$ cat config.mk
export PLATFORM = sky130hd
export DESIGN_NAME = ysyx_24100006_ifu_fetch
export DESIGN_NICKNAME = d
export VERILOG_FILES = /design/src/rtl/ysyx_24100006_pkg.sv /design/src/rtl/ysyx_24100006_sat_counter.sv /design/src/rtl/ysyx_24100006_ifu_fetch.sv
export SDC_FILE = /design/constraint.sdc
export NUM_CORES = 1
export LEC_CHECK = 0
export CAP_MARGIN = 20
export CORE_MARGIN = 2
export CORE_UTILIZATION = 50
export CTS_BUF_LIST = sky130_fd_sc_hd__clkbuf_4
export DETAILED_ROUTE_END_ITERATION = 16
export PLACE_DENSITY = 0.86
export SYNTH_ARGS = -nofsm -noshare
export SYNTH_HDL_FRONTEND = slang
export SYNTH_SLANG_ARGS = --single-unit
$ cat constraint.sdc
create_clock -name clk -period 4.8 [get_ports clk]
set_clock_uncertainty 0.2 [all_clocks]
set_input_delay 0.48 -clock clk [delete_from_list [all_inputs] [get_ports clk]]
set_output_delay 0.48 -clock clk [all_outputs]
set_load 0.1 [all_outputs]
$ cat src/rtl/ysyx_24100006_pkg.sv
// Shared definitions for the ysyx_24100006 NPC.
// This package holds the AXI read-response codes, the fetch fault codes
// that the PC register consumes, and the IFU state encoding.
package ysyx_24100006_pkg;

  // AXI4-Lite read response codes
  localparam logic [1:0] RESP_OKAY   = 2'b00;
  localparam logic [1:0] RESP_SLVERR = 2'b10;
  localparam logic [1:0] RESP_DECERR = 2'b11;

  // Fetch fault classification, forwarded to the PC register
  localparam logic [1:0] FAULT_NONE     = 2'b00;
  localparam logic [1:0] FAULT_MISALIGN = 2'b01;
  localparam logic [1:0] FAULT_BUS      = 2'b10;

  typedef enum logic [1:0] {
    IFU_IDLE = 2'b00,
    IFU_ADDR = 2'b01,
    IFU_DATA = 2'b10,
    IFU_OUT  = 2'b11
  } ifu_state_e;

endpackage

$ cat src/rtl/ysyx_24100006_sat_counter.sv
// Saturating up-counter with synchronous clear and enable.
// It is intended for latency and performance counters.
// Ports:
//   clk, reset  : clock and synchronous active-high reset (clears the count)
//   clear       : the count becomes 0 at the next edge (clear has priority over enable)
//   enable      : the count goes up by one at the next edge and stops at all-ones
//   count_next  : the value the counter takes at the next edge. Owners that
//                 snapshot the count on the same edge read this output.
module ysyx_24100006_sat_counter #(
  parameter int WIDTH = 32
) (
  input  logic             clk,
  input  logic             reset,
  input  logic             clear,
  input  logic             enable,
  output logic [WIDTH-1:0] count_next
);

  logic [WIDTH-1:0] count;

  always_comb begin
    count_next = count;
    if (clear) begin
      count_next = '0;
    end else if (enable && (count != {WIDTH{1'b1}})) begin
      count_next = count + 1'b1;
    end
  end

  always_ff @(posedge clk) begin
    if (reset) begin
      count <= '0;
    end else begin
      count <= count_next;
    end
  end

endmodule

$ cat src/rtl/ysyx_24100006_ifu_fetch.sv
// Instruction-fetch unit of the multi-cycle NPC.
// The unit latches the pc, issues one AXI4-Lite read on the AR and R channels,
// and hands {pc, inst, fault} to the IDU over a valid/ready handshake.
// Ports:
//   clk, reset              : clock and synchronous active-high reset
//   pc_i, fetch_req         : pc from the PC register and the retire pulse from the WBU
//   araddr/arvalid/arready  : AXI read address channel
//   rdata/rresp/rvalid/rready : AXI read data channel
//   out_valid/out_ready     : handshake to the IDU
//   out_pc/out_inst         : payload to the IDU
//   access_fault            : 00 none, 01 misaligned pc, 10 bus error
//   fetch_cycles            : ADDR+DATA cycle count of the last completed fetch
module ysyx_24100006_ifu_fetch
  import ysyx_24100006_pkg::*;
#(
  parameter int ADDR_W      = 32,
  parameter int DATA_W      = 32,
  parameter bit RESET_FETCH = 1'b1
) (
  input  logic              clk,
  input  logic              reset,
  input  logic [ADDR_W-1:0] pc_i,
  input  logic              fetch_req,
  output logic [ADDR_W-1:0] araddr,
  output logic              arvalid,
  input  logic              arready,
  input  logic [DATA_W-1:0] rdata,
  input  logic [1:0]        rresp,
  input  logic              rvalid,
  output logic              rready,
  output logic              out_valid,
  input  logic              out_ready,
  output logic [ADDR_W-1:0] out_pc,
  output logic [DATA_W-1:0] out_inst,
  output logic [1:0]        access_fault,
  output logic [31:0]       fetch_cycles
);

  ifu_state_e        state, state_next;
  logic              pend;
  logic [ADDR_W-1:0] pc_q;
  logic              start;
  logic              misaligned;
  logic [31:0]       cnt_next;

  assign start      = (state == IFU_IDLE) && (fetch_req || pend);
  assign misaligned = (pc_i[1:0] != 2'b00);

  // The latency counter restarts on every fetch and counts only bus-wait cycles.
  ysyx_24100006_sat_counter #(
    .WIDTH (32)
  ) u_lat_cnt (
    .clk        (clk),
    .reset      (reset),
    .clear      (start),
    .enable     ((state == IFU_ADDR) || (state == IFU_DATA)),
    .count_next (cnt_next)
  );

  always_ff @(posedge clk) begin
    if (reset) begin
      state <= IFU_IDLE;
    end else begin
      state <= state_next;
    end
  end

  always_comb begin
    state_next = state;
    arvalid    = 1'b0;
    rready     = 1'b0;
    out_valid  = 1'b0;
    unique case (state)
      IFU_IDLE: begin
        if (start) begin
          state_next = misaligned ? IFU_OUT : IFU_ADDR;
        end
      end
      IFU_ADDR: begin
        arvalid = 1'b1;
        if (arready) begin
          state_next = IFU_DATA;
        end
      end
      IFU_DATA: begin
        rready = 1'b1;
        if (rvalid) begin
          state_next = IFU_OUT;
        end
      end
      IFU_OUT: begin
        out_valid = 1'b1;
        if (out_ready) begin
          state_next = IFU_IDLE;
        end
      end
      default: state_next = IFU_IDLE;
    endcase
  end

  // araddr comes from the latched pc, so later changes on pc_i cannot disturb an address in flight.
  assign araddr = pc_q;

  always_ff @(posedge clk) begin
    if (reset) begin
      pend         <= RESET_FETCH;
      pc_q         <= '0;
      out_pc       <= '0;
      out_inst     <= '0;
      access_fault <= FAULT_NONE;
      fetch_cycles <= '0;
    end else begin
      // A request that arrives while busy is remembered once and served from IDLE.
      if (start) begin
        pend <= 1'b0;
      end else if (fetch_req && (state != IFU_IDLE)) begin
        pend <= 1'b1;
      end

      unique case (state)
        IFU_IDLE: begin
          if (start) begin
            pc_q <= pc_i;
            if (misaligned) begin
              out_pc       <= pc_i;
              out_inst     <= '0;
              access_fault <= FAULT_MISALIGN;
              fetch_cycles <= '0;
            end
          end
        end
        IFU_DATA: begin
          if (rvalid) begin
            out_pc       <= pc_q;
            out_inst     <= rdata;
            access_fault <= (rresp != RESP_OKAY) ? FAULT_BUS : FAULT_NONE;
            fetch_cycles <= cnt_next;
          end
        end
        IFU_OUT: begin
          if (out_ready) begin
            access_fault <= FAULT_NONE;
          end
        end
        default: ;
      endcase
    end
  end

endmodule
==> impl_results.rst, run 1 <==
.. list-table::
   :header-rows: 1

   * - Metric
     - Value
   * - Measured slew at the worst slew-check pin
     - 1.10 ns
   * - Via count of the first global-routing pass
     - 5318
   * - Maximum fanout along the worst path
     - 39
   * - Slew margin rel.
     - 26.7%
   * - Placer's final routability congestion estimate
     - 0.779
   * - Share of post-route cells with drive strength above 1
     - 5.74%
   * - Area of the die
     - 13600 um^2
   * - Maximum root-to-sink buffer count
     - 2
   * - Endpoint required time on the critical path
     - 4.12 ns
   * - CTS buffer count
     - 17
   * - Combinational share of power
     - 60.1%
   * - Fmax
     - 274 MHz
   * - Clock Sink Count
     - 165
   * - Relative contribution of the clock network to total power
     - 11.9%
   * - Routed vias/inst
     - 5.18
   * - Sort of element at the start of the critical path
     - flip-flop
   * - Share of the synthesized area in the top cell type
     - 52.2%
   * - Predominant post-synthesis flop cell
     - sky130_fd_sc_hd__dfxtp_1
   * - Result of the run
     - finished, final reports clean
   * - Total DRC errors in the routed layout
     - 0
   * - Sort of element at the end of the critical path
     - output port
   * - Class of the tightest hold or removal check
     - primary input to flip-flop
   * - Global-route wire length before repair
     - 25800 um
   * - Uppermost layer routed
     - met4
   * - Reg2Reg Depth
     - 8
   * - Placement Rows
     - 41
   * - Maximum vdd drop
     - 538 uV
   * - Proportion of register bits with asynchronous set or reset after synthesis
     - 0%
   * - Internal power
     - 2.90 mW
   * - Number of H-tree branching levels
     - 4
   * - Initial DRC Count
     - 273
   * - Proportion of synthesized chip area in sequential cells
     - 52.2%
   * - Worst-skew pair later-pin latency
     - 0.55 ns
   * - RSZ-0062 raised after global routing
     - no
   * - Synthesized flop and latch total
     - 165
   * - Final Hold Vio Count
     - 0
   * - Final Critical Period
     - 3.66 ns
   * - Number of buffers added for setup after CTS
     - 0
   * - Initial cell density of the core
     - 50.7%
   * - PostCTS Resize Cnt
     - 0
   * - Commonest cells after routing, fill and taps aside
     - sky130_fd_sc_hd__clkdlybuf4s50_1, sky130_fd_sc_hd__dfxtp_1, sky130_fd_sc_hd__nand2_1, sky130_fd_sc_hd__nor2_1, sky130_fd_sc_hd__a21oi_1
   * - Most common cell after layout, fill and taps aside
     - sky130_fd_sc_hd__clkdlybuf4s50_1
   * - Average wire per cell in the routed design
     - 15.1 um
   * - Power density of the placed cells
     - 739 nW/um^2
   * - Post-CTS Hold Fix Bufs
     - 0
   * - Total track usage
     - 24.4%
   * - Final worst-path cycle share
     - 76.2%
   * - Worst-case hold slack
     - 0.131 ns
   * - Post-layout net count
     - 971
   * - Via count
     - 5595
   * - Worst hold path depth
     - 2
   * - Classification of the worst setup path
     - flip-flop to output port
   * - Startpoint of the worst-slack reg-to-reg timing path
     - state[0]
   * - Leakage dissipation
     - 3.11 nW
   * - Netlist Area Pre-Place
     - 6330 um^2
   * - Io pins
     - 205
   * - Antenna Nets Post-Route
     - 0
   * - Number of buffer cells added on primary ports
     - 204
   * - Number of standard cells after synthesis
     - 710
   * - Terminus of the critical flop-to-flop path
     - out_pc[27]
   * - Setup TNS
     - 0 ns
   * - Gr ovfl total
     - 0
   * - Wire length on met2
     - 7950 um
   * - Setup-failing EPs final
     - 0
   * - TritonCTS clock tree
     - yes
   * - Syn_area_per_cell
     - 8.91 um^2
   * - WP data arrival
     - 2.98 ns
   * - WL met3
     - 1480 um
   * - Wire length reported by the detailed router
     - 16300 um
   * - Number of enable flip-flop cells after synthesis
     - 0
   * - Final slew viol count
     - 0
   * - Placeable Area
     - 12500 um^2
   * - Slack of the worst reg-to-reg path
     - 1.56 ns
   * - Net switching fraction of the power
     - 55.1%
   * - Worst hold path endpoint
     - araddr[9]
   * - Share of total power in sequential cells
     - 28.0%
   * - Initial antenna violation count
     - 0
   * - Number of distinct library cells after synthesis
     - 45
   * - Startpoint of the most critical hold path
     - reset
   * - Clock root buffer
     - sky130_fd_sc_hd__clkbuf_4
   * - Largest cells by area after synthesis
     - sky130_fd_sc_hd__dfxtp_1, sky130_fd_sc_hd__nand2_1, sky130_fd_sc_hd__nor2_1
   * - Sum of net half-perimeters after detailed placement
     - 11400 um
   * - Yosys warns
     - 0
   * - Number of optimization iterations in the first detailed-route pass
     - 4
   * - Clock transition at the registers of the reported paths
     - 0.13 ns
   * - Power spent charging and discharging nets
     - 3.56 mW
   * - Post-synth net total
     - 787
   * - Library cell with the largest summed area after synthesis
     - sky130_fd_sc_hd__dfxtp_1
   * - Chip height
     - 116 um
   * - Pin count of the biggest net entering global routing
     - 73
   * - Wire length on met1
     - 6660 um
   * - Die Wd
     - 116 um
   * - Layout overhead on the synthesized area
     - 38.4%
   * - Number of maximum-capacitance violations
     - 0
## power by group through the flow
stage / Sequential, mW / Clock (mW) / Combinational [mW]
after floorplan: 3.65 / 0 / 1.18
after global routing: 1.84 / 0.840 / 4.10
final: 1.81 / 0.768 / 3.89
after detailed placement: 1.83 / 0 / 3.87
after CTS: 1.81 / 0.787 / 3.88
after global placement: 1.83 / 0 / 3.83
## cells by family after synthesis
family,count (synthesis),share of synthesized area (%)
buf+inv,53,3.58
simple gates,281,19.6
fa+ha+maj,5,0.989
flops,165,52.2
compound gates,144,14.4
mux,33,5.22
xor+xnor,29,4.01
## critical path, stage by stage, from the launching register on
cell,delay (ns)
sky130_fd_sc_hd__dfxtp_1,0.35
sky130_fd_sc_hd__inv_1,0.10
sky130_fd_sc_hd__ha_2,0.18
sky130_fd_sc_hd__buf_4,0.54
sky130_fd_sc_hd__clkdlybuf4s50_1,1.26
## area by class of cell
type / instances / area [um^2]
flip-flops and latches: 165 / 3300
clock buffers: 20 / 150
fillers: 981 / 3710
repair buffers: 214 / 2130
well taps: 172 / 215
clock inverters: 11 / 111
multi-input cells: 492 / 2820
inverters: 4 / 15.0
diodes: 2 / 5.00
## Yosys cell counts (2+ instances only)
cell,instances
sky130_fd_sc_hd__dfxtp_1,165
sky130_fd_sc_hd__o31ai_1,2
sky130_fd_sc_hd__xor2_1,16
sky130_fd_sc_hd__nor2_1,109
sky130_fd_sc_hd__and3_1,4
sky130_fd_sc_hd__nor2b_1,5
sky130_fd_sc_hd__and4_1,3
sky130_fd_sc_hd__nand3_1,14
sky130_fd_sc_hd__nor3b_1,4
sky130_fd_sc_hd__ha_1,5
sky130_fd_sc_hd__and4_2,2
sky130_fd_sc_hd__and2_1,3
sky130_fd_sc_hd__a211oi_1,33
sky130_fd_sc_hd__a21oi_1,38
sky130_fd_sc_hd__clkbuf_1,36
sky130_fd_sc_hd__o21ai_0,29
sky130_fd_sc_hd__nand2_1,110
sky130_fd_sc_hd__inv_1,4
sky130_fd_sc_hd__o21ai_1,4
sky130_fd_sc_hd__buf_1,3
sky130_fd_sc_hd__a22oi_1,32
sky130_fd_sc_hd__buf_2,8
sky130_fd_sc_hd__xnor2_1,13
sky130_fd_sc_hd__mux2i_1,33
sky130_fd_sc_hd__nor3_1,6
sky130_fd_sc_hd__nand4_1,10
## worst max path at each step
stage / from / endpoint / slack [ns]
final: state[0] / rready / 1.14
after global routing: state[0] / rready / 0.98
after CTS: state[0] / rready / 1.11
after detailed placement: fetch_req / out_pc[18] / 1.37
after global placement: fetch_req / out_pc[24] / 1.51
after floorplan: state[0] / fetch_cycles[21] / 1.97
## per-layer routing
metal	track usage, %	vias up
met1	28.5	2601
met2	40.3	157
met3	10.7	23
met4	8.33	0
li1	-	2814
met5	0	-
## flip-flops by register name, indices dropped and copies added, names as in the netlist
name / count
out_pc: 32
out_inst: 32
pend: 1
fetch_cycles: 32
state: 2
u_lat_cnt.count: 32
araddr: 32
access_fault: 2
## through the flow
stage	power, mW	cells	cell area [um^2]	setup slack (ns)	utilization [%]
floorplan	4.83	710	6330	1.97	-
global placement	5.66	1046	8460	1.51	67.9
detailed placement	5.70	1046	8460	1.37	67.9
CTS	6.47	1077	8720	1.11	70.0
global route	6.78	1078	8750	0.983	70.2
finish	6.47	1080	8750	1.14	70.2
Power figures use the tool's default switching activity.
==> run 2: changes to the inputs <==
CORE_UTILIZATION = 43   (was 50)
PLACE_DENSITY = 0.78   (was 0.86)
clock period = 3.25 ns   (was 4.8 ns; I/O delays follow)
==> run 2 against run 1 <==
Effect of this change:
- critical path depth stayed put
- final cell count is 1.6% higher
- routed wire length is 0.60% lower
- worst hold slack worse by 0.0047 ns
- sequential share of layout area is 0.39 points higher
- die area is 16% higher
- utilization is 10 points lower
- highest routed layer unchanged
- via count is 0.27% lower
- final area is 1.0% lower
- total power is 48% higher
- critical path type unchanged
- global-route usage is 3.3 points lower
==> impl_results.rst, run 2 (synthesis results as in run 1) <==
.. list-table::
   :header-rows: 1

   * - Metric
     - Value
   * - CP max-delay cell
     - sky130_fd_sc_hd__buf_4
   * - Pin count of the biggest net entering global routing
     - 56
   * - WP data arrival
     - 2.17 ns
   * - Net switching fraction of the power
     - 54.9%
   * - Instance area at placement
     - 8360 um^2
   * - Internal power
     - 4.32 mW
   * - Initial antenna violation count
     - 1
   * - Delay contributed by the slowest stage of the critical path
     - 0.51 ns
   * - Uppermost layer routed
     - met4
   * - Reg2Reg Depth
     - 8
   * - Average wire per cell in the routed design
     - 14.8 um
   * - Startpoint of the worst-slack reg-to-reg timing path
     - state[0]
   * - Post-layout instance count excluding filler cells
     - 1097
   * - Io pins
     - 205
   * - Number of buffer cells added on primary ports
     - 204
   * - Slew margin rel.
     - 33.8%
   * - Number of optimization iterations in the first detailed-route pass
     - 4
   * - Sum of buffers and inverters on the critical path
     - 3
   * - Combinational share of power
     - 59.2%
   * - Setup-failing EPs final
     - 0
   * - Clock root buffer
     - sky130_fd_sc_hd__clkbuf_4
   * - Final Hold Vio Count
     - 0
   * - Worst hold path endpoint
     - araddr[19]
   * - Maximum vdd drop
     - 788 uV
   * - Class of the tightest hold or removal check
     - primary input to flip-flop
   * - Layout overhead on the synthesized area
     - 36.9%
   * - Placeable Area
     - 14500 um^2
   * - Maximum root-to-sink buffer count
     - 2
   * - Routed vias/inst
     - 5.09
   * - Placer's final routability congestion estimate
     - 0.780
   * - Final Critical Period
     - 2.69 ns
   * - Final worst-path cycle share
     - 82.8%
   * - Maximum fanout along the worst path
     - 38
   * - Wire length on met2
     - 7720 um
   * - Share of post-route cells with drive strength above 1
     - 13.5%
   * - Wire length on met1
     - 6700 um
   * - Initial DRC Count
     - 331
   * - Sort of element at the start of the critical path
     - flip-flop
   * - Antenna Nets Post-Route
     - 0
   * - Number of H-tree branching levels
     - 4
   * - Final slew viol count
     - 0
   * - Clock Sink Count
     - 165
   * - Total track usage
     - 21.1%
   * - Die Wd
     - 125 um
   * - RSZ-0062 raised after global routing
     - no
   * - Startpoint of the most critical hold path
     - pc_i[19]
   * - Chip height
     - 125 um
   * - Placed Cells incl. Taps
     - 1064
   * - Share of total power in sequential cells
     - 27.9%
   * - Clock transition at the registers of the reported paths
     - 0.13 ns
   * - Most common cell after layout, fill and taps aside
     - sky130_fd_sc_hd__dfxtp_1
   * - Endpoint required time on the critical path
     - 2.72 ns
   * - Terminus of the critical flop-to-flop path
     - out_pc[2]
   * - CP delay by family, top
     - buffers and inverters
   * - Fin area
     - 8660 um^2
   * - Power density of the placed cells
     - 1110 nW/um^2
   * - Gr ovfl total
     - 0
   * - Number of maximum-capacitance violations
     - 0
   * - Relative contribution of the clock network to total power
     - 12.8%
   * - Leakage dissipation
     - 3.26 nW
   * - Post-layout net count
     - 977
   * - Measured slew at the worst slew-check pin
     - 0.989 ns
   * - Setup TNS
     - 0 ns
   * - Result of the run
     - finished, final reports clean
   * - Area of the die
     - 15700 um^2
   * - Via count of the first global-routing pass
     - 5466
   * - Slack of the worst reg-to-reg path
     - 0.71 ns
   * - CP Cell Sequence
     - inv_1, ha_2, buf_4, buf_4
   * - Global-route wire length before repair
     - 26900 um
   * - Commonest cells after routing, fill and taps aside
     - sky130_fd_sc_hd__dfxtp_1, sky130_fd_sc_hd__clkdlybuf4s50_1, sky130_fd_sc_hd__nand2_1, sky130_fd_sc_hd__nor2_1, sky130_fd_sc_hd__buf_4
   * - Classification of the worst setup path
     - flip-flop to output port
   * - CTS buffer count
     - 17
   * - Worst hold path depth
     - 3
   * - Wire length reported by the detailed router
     - 16200 um
   * - Via count
     - 5580
   * - Most prevalent standard cell on the critical path
     - sky130_fd_sc_hd__buf_4
   * - TritonCTS clock tree
     - yes
   * - Placement Rows
     - 44
   * - Worst-case hold slack
     - 0.126 ns
   * - Worst-skew pair later-pin latency
     - 0.55 ns
   * - Sort of element at the end of the critical path
     - output port
   * - WL met3
     - 1440 um
   * - Fmax
     - 372 MHz
   * - Total DRC errors in the routed layout
     - 0
   * - Sum of net half-perimeters after detailed placement
     - 11400 um
   * - Initial cell density of the core
     - 43.7%
   * - Power spent charging and discharging nets
     - 5.26 mW
-- run 2: how the worst max path moves through the flow --
stage	startpoint	endpoint	slack, ns	cells after the start
global route	state[0]	rready	0.43	4
detailed placement	state[0]	out_pc[20]	0.73	8
floorplan	state[0]	fetch_cycles[21]	0.42	5
finish	state[0]	rready	0.56	4
global placement	state[0]	out_pc[6]	0.81	8
CTS	state[0]	rready	0.52	4
-- run 2: layer usage --
| layer | global-route usage [%] | vias to the layer above |
|---|---|---|
| li1 | - | 2822 |
| met1 | 25.3 | 2565 |
| met2 | 33.8 | 163 |
| met3 | 9.24 | 30 |
| met4 | 7.78 | 0 |
| met5 | 0 | - |
-- run 2: through the flow --
stage | total power, mW | utilization (%) | setup slack [ns]
detailed placement | 8.41 | 57.8 | 0.727
global placement | 8.37 | 57.8 | 0.805
CTS | 9.66 | 59.8 | 0.521
finish | 9.58 | 59.8 | 0.558
floorplan | 7.13 | - | 0.417
global route | 10.1 | 59.8 | 0.431
-- run 2: timing repair --
item,4_1_cts,5_1_grt
buffers inserted,0,0
hold buffers,1,0
endpoints found under the hold margin,21,0
gates resized for setup,0,0
-- run 2: final cells by class --
class                   count  area [um^2]
repair buffers            220         2000
clock buffers              21          158
well taps                 184          230
diodes                      1         2.50
flip-flops and latches    165         3300
clock inverters            10          131
fillers                  1318         5820
multi-input cells         492         2820
inverters                   4         15.0
-- run 2: tightest hold or removal path: cells and delay by family --
kind	cells	cell delay, ns
AOI/OAI and AO/OA	1	0.05
buffers and inverters	1	0.41
and+or+nand+nor	1	0.06
-- run 2: power groups by stage --
| stage | clock [mW] | combinational [mW] | sequential [mW] |
|---|---|---|---|
| after global placement | 0 | 5.67 | 2.70 |
| after floorplan | 0 | 1.75 | 5.39 |
| after detailed placement | 0 | 5.70 | 2.71 |
| after global routing | 1.38 | 5.99 | 2.73 |
| after CTS | 1.28 | 5.71 | 2.68 |
| final | 1.23 | 5.68 | 2.68 |
==> run 3: changes to the inputs <==
CORE_UTILIZATION = 48   (was 43)
PLACE_DENSITY = 0.83   (was 0.78)
clock period = 2.55 ns   (was 3.25 ns; I/O delays follow)
==> run 3 against run 2 <==
Effect of this change:
- global-route usage is 2.7 points higher
- die area decreased by 10%
- highest routed layer unchanged
- worst hold slack worse by 0.069 ns
- clock-buffer cell count stayed put
==> impl_results.rst, run 3 (synthesis results as in run 1) <==
.. list-table::
   :header-rows: 1

   * - Metric
     - Value
   * - Routed vias/inst
     - 5.17
   * - Setup-failing EPs final
     - 0
   * - Placeable Area
     - 12700 um^2
   * - Number of optimization iterations in the first detailed-route pass
     - 5
   * - Internal power
     - 5.74 mW
   * - Commonest cells after routing, fill and taps aside
     - sky130_fd_sc_hd__dfxtp_1, sky130_fd_sc_hd__buf_4, sky130_fd_sc_hd__nand2_1, sky130_fd_sc_hd__nor2_1, sky130_fd_sc_hd__clkdlybuf4s50_1
   * - Via count
     - 5637
   * - Power spent charging and discharging nets
     - 6.77 mW
   * - WP data arrival
     - 2.53 ns
   * - Slew margin rel.
     - 61.1%
   * - Class of the tightest hold or removal check
     - primary input to flip-flop
   * - Share of post-route cells with drive strength above 1
     - 21.8%
   * - Initial antenna violation count
     - 0
   * - Layout overhead on the synthesized area
     - 36.1%
   * - Net switching fraction of the power
     - 54.1%
   * - Placement Rows
     - 41
   * - Chip height
     - 119 um
   * - CTS buffer count
     - 17
   * - Multi-input gate area
     - 2820 um^2
   * - Share of total power in sequential cells
     - 27.3%
   * - Antenna Diode Count
     - 0
   * - Gr ovfl total
     - 0
   * - Setup TNS
     - 0 ns
   * - Area of the die
     - 14100 um^2
   * - Final Critical Period
     - 2.29 ns
   * - Fmax
     - 437 MHz
   * - Io pins
     - 205
   * - Final Hold Vio Count
     - 0
   * - Maximum root-to-sink buffer count
     - 2
   * - Antenna Nets Post-Route
     - 0
   * - Number of maximum-capacitance violations
     - 0
   * - Reg area
     - 3300 um^2
   * - Relative contribution of the clock network to total power
     - 14.2%
   * - Number of buffer cells added on primary ports
     - 204
   * - Post-layout util
     - 67.7%
   * - Average wire per cell in the routed design
     - 15.1 um
   * - Sort of element at the start of the critical path
     - flip-flop
   * - Total track usage
     - 23.8%
   * - Most common cell after layout, fill and taps aside
     - sky130_fd_sc_hd__dfxtp_1
   * - Measured slew at the worst slew-check pin
     - 0.583 ns
   * - Sum of net half-perimeters after detailed placement
     - 11700 um
   * - Die Wd
     - 119 um
   * - Wire length reported by the detailed router
     - 16500 um
   * - Combinational share of power
     - 58.5%
   * - Maximum fanout along the worst path
     - 7
   * - Maximum vdd drop
     - 1310 uV
   * - Endpoint required time on the critical path
     - 2.80 ns
   * - TritonCTS clock tree
     - yes
   * - Power density of the placed cells
     - 1450 nW/um^2
   * - Clock Sink Count
     - 165
   * - Sort of element at the end of the critical path
     - flip-flop
   * - Number of inserted filler cells in the final layout
     - 1058
   * - Classification of the worst setup path
     - flip-flop to flip-flop
   * - Pin count of the biggest net entering global routing
     - 56
   * - Post-layout net count
     - 984
   * - Clock transition at the registers of the reported paths
     - 0.13 ns
   * - Leakage dissipation
     - 3.46 nW
   * - Result of the run
     - finished, final reports clean
   * - Number of buffers added for setup after CTS
     - 0
   * - Initial DRC Count
     - 303
   * - Clock root buffer
     - sky130_fd_sc_hd__clkbuf_4
   * - Via count of the first global-routing pass
     - 5432
   * - Placer's final routability congestion estimate
     - 0.848
   * - Global-route wire length before repair
     - 26900 um
   * - RSZ-0062 raised after global routing
     - no
   * - Final slew viol count
     - 0
   * - Total DRC errors in the routed layout
     - 0
   * - PostCTS Resize Cnt
     - 0
   * - Worst-skew pair later-pin latency
     - 0.56 ns
   * - Final worst-path cycle share
     - 89.7%
   * - Number of H-tree branching levels
     - 4
   * - Initial cell density of the core
     - 49.7%
## run 3: per-stage QoR
stage	power (mW)	std cells	setup slack [ns]	cell area [um^2]	hold slack, ns
2_1_floorplan	9.09	710	0.0153	6330	0.191
3_3_place_gp	10.7	1058	0.313	8250	0.236
3_5_place_dp	10.8	1058	0.291	8250	0.245
4_1_cts	12.6	1091	0.250	8610	0.00148
5_1_grt	13.1	1091	0.0585	8610	0.0127
6_report	12.5	1091	0.263	8610	0.0570
## run 3: worst paths after layout
kind | start | end | slack (ns) | depth (start not counted)
worst max register to register | u_lat_cnt.count[15] | fetch_cycles[17] | 0.26 | 6
worst min-delay path | pc_i[8] | araddr[8] | 0.06 | 3
worst max-delay path | u_lat_cnt.count[15] | fetch_cycles[17] | 0.26 | 6
worst min register to register | fetch_cycles[6] | fetch_cycles[6] | 0.27 | 2
## run 3: area by class of cell
type	count	share of cell area [%]
clock buffers	21	1.83
clock inverters	10	2.09
inverters	4	0.174
multi-input cells	492	32.7
flip-flops and latches	165	38.4
well taps	172	2.50
repair buffers	227	22.3
## run 3: routing by layer
| metal | vias up | wire length [um] | global-route usage [%] |
|---|---|---|---|
| met1 | 2614 | 6870 | 28.9 |
| li1 | 2836 | - | - |
| met5 | - | 0 | 0 |
| met2 | 165 | 7850 | 37.9 |
| met3 | 22 | 1510 | 10.5 |
| met4 | 0 | 245 | 7.51 |
## run 3: critical path: stages, from the launching register on
cell and delay [ns]:
sky130_fd_sc_hd__dfxtp_1 0.41, sky130_fd_sc_hd__nand4_1 0.23, sky130_fd_sc_hd__nor4_4 0.45, sky130_fd_sc_hd__nand4_1 0.33
sky130_fd_sc_hd__and3_1 0.29, sky130_fd_sc_hd__xnor2_1 0.18, sky130_fd_sc_hd__o21ai_0 0.09
## run 3: timing repair
item | CTS | global route
hold buffers | 2 | 0
setup endpoints to repair | 0 | 0
endpoints found under the hold margin | 8 | 0
## run 3: power by group through the flow
stage,combinational (mW),sequential [mW],clock [mW]
floorplan,2.23,6.86,0
global placement,7.27,3.45,0
detailed placement,7.31,3.47,0
CTS,7.32,3.42,1.83
global route,7.71,3.49,1.93
finish,7.31,3.42,1.78
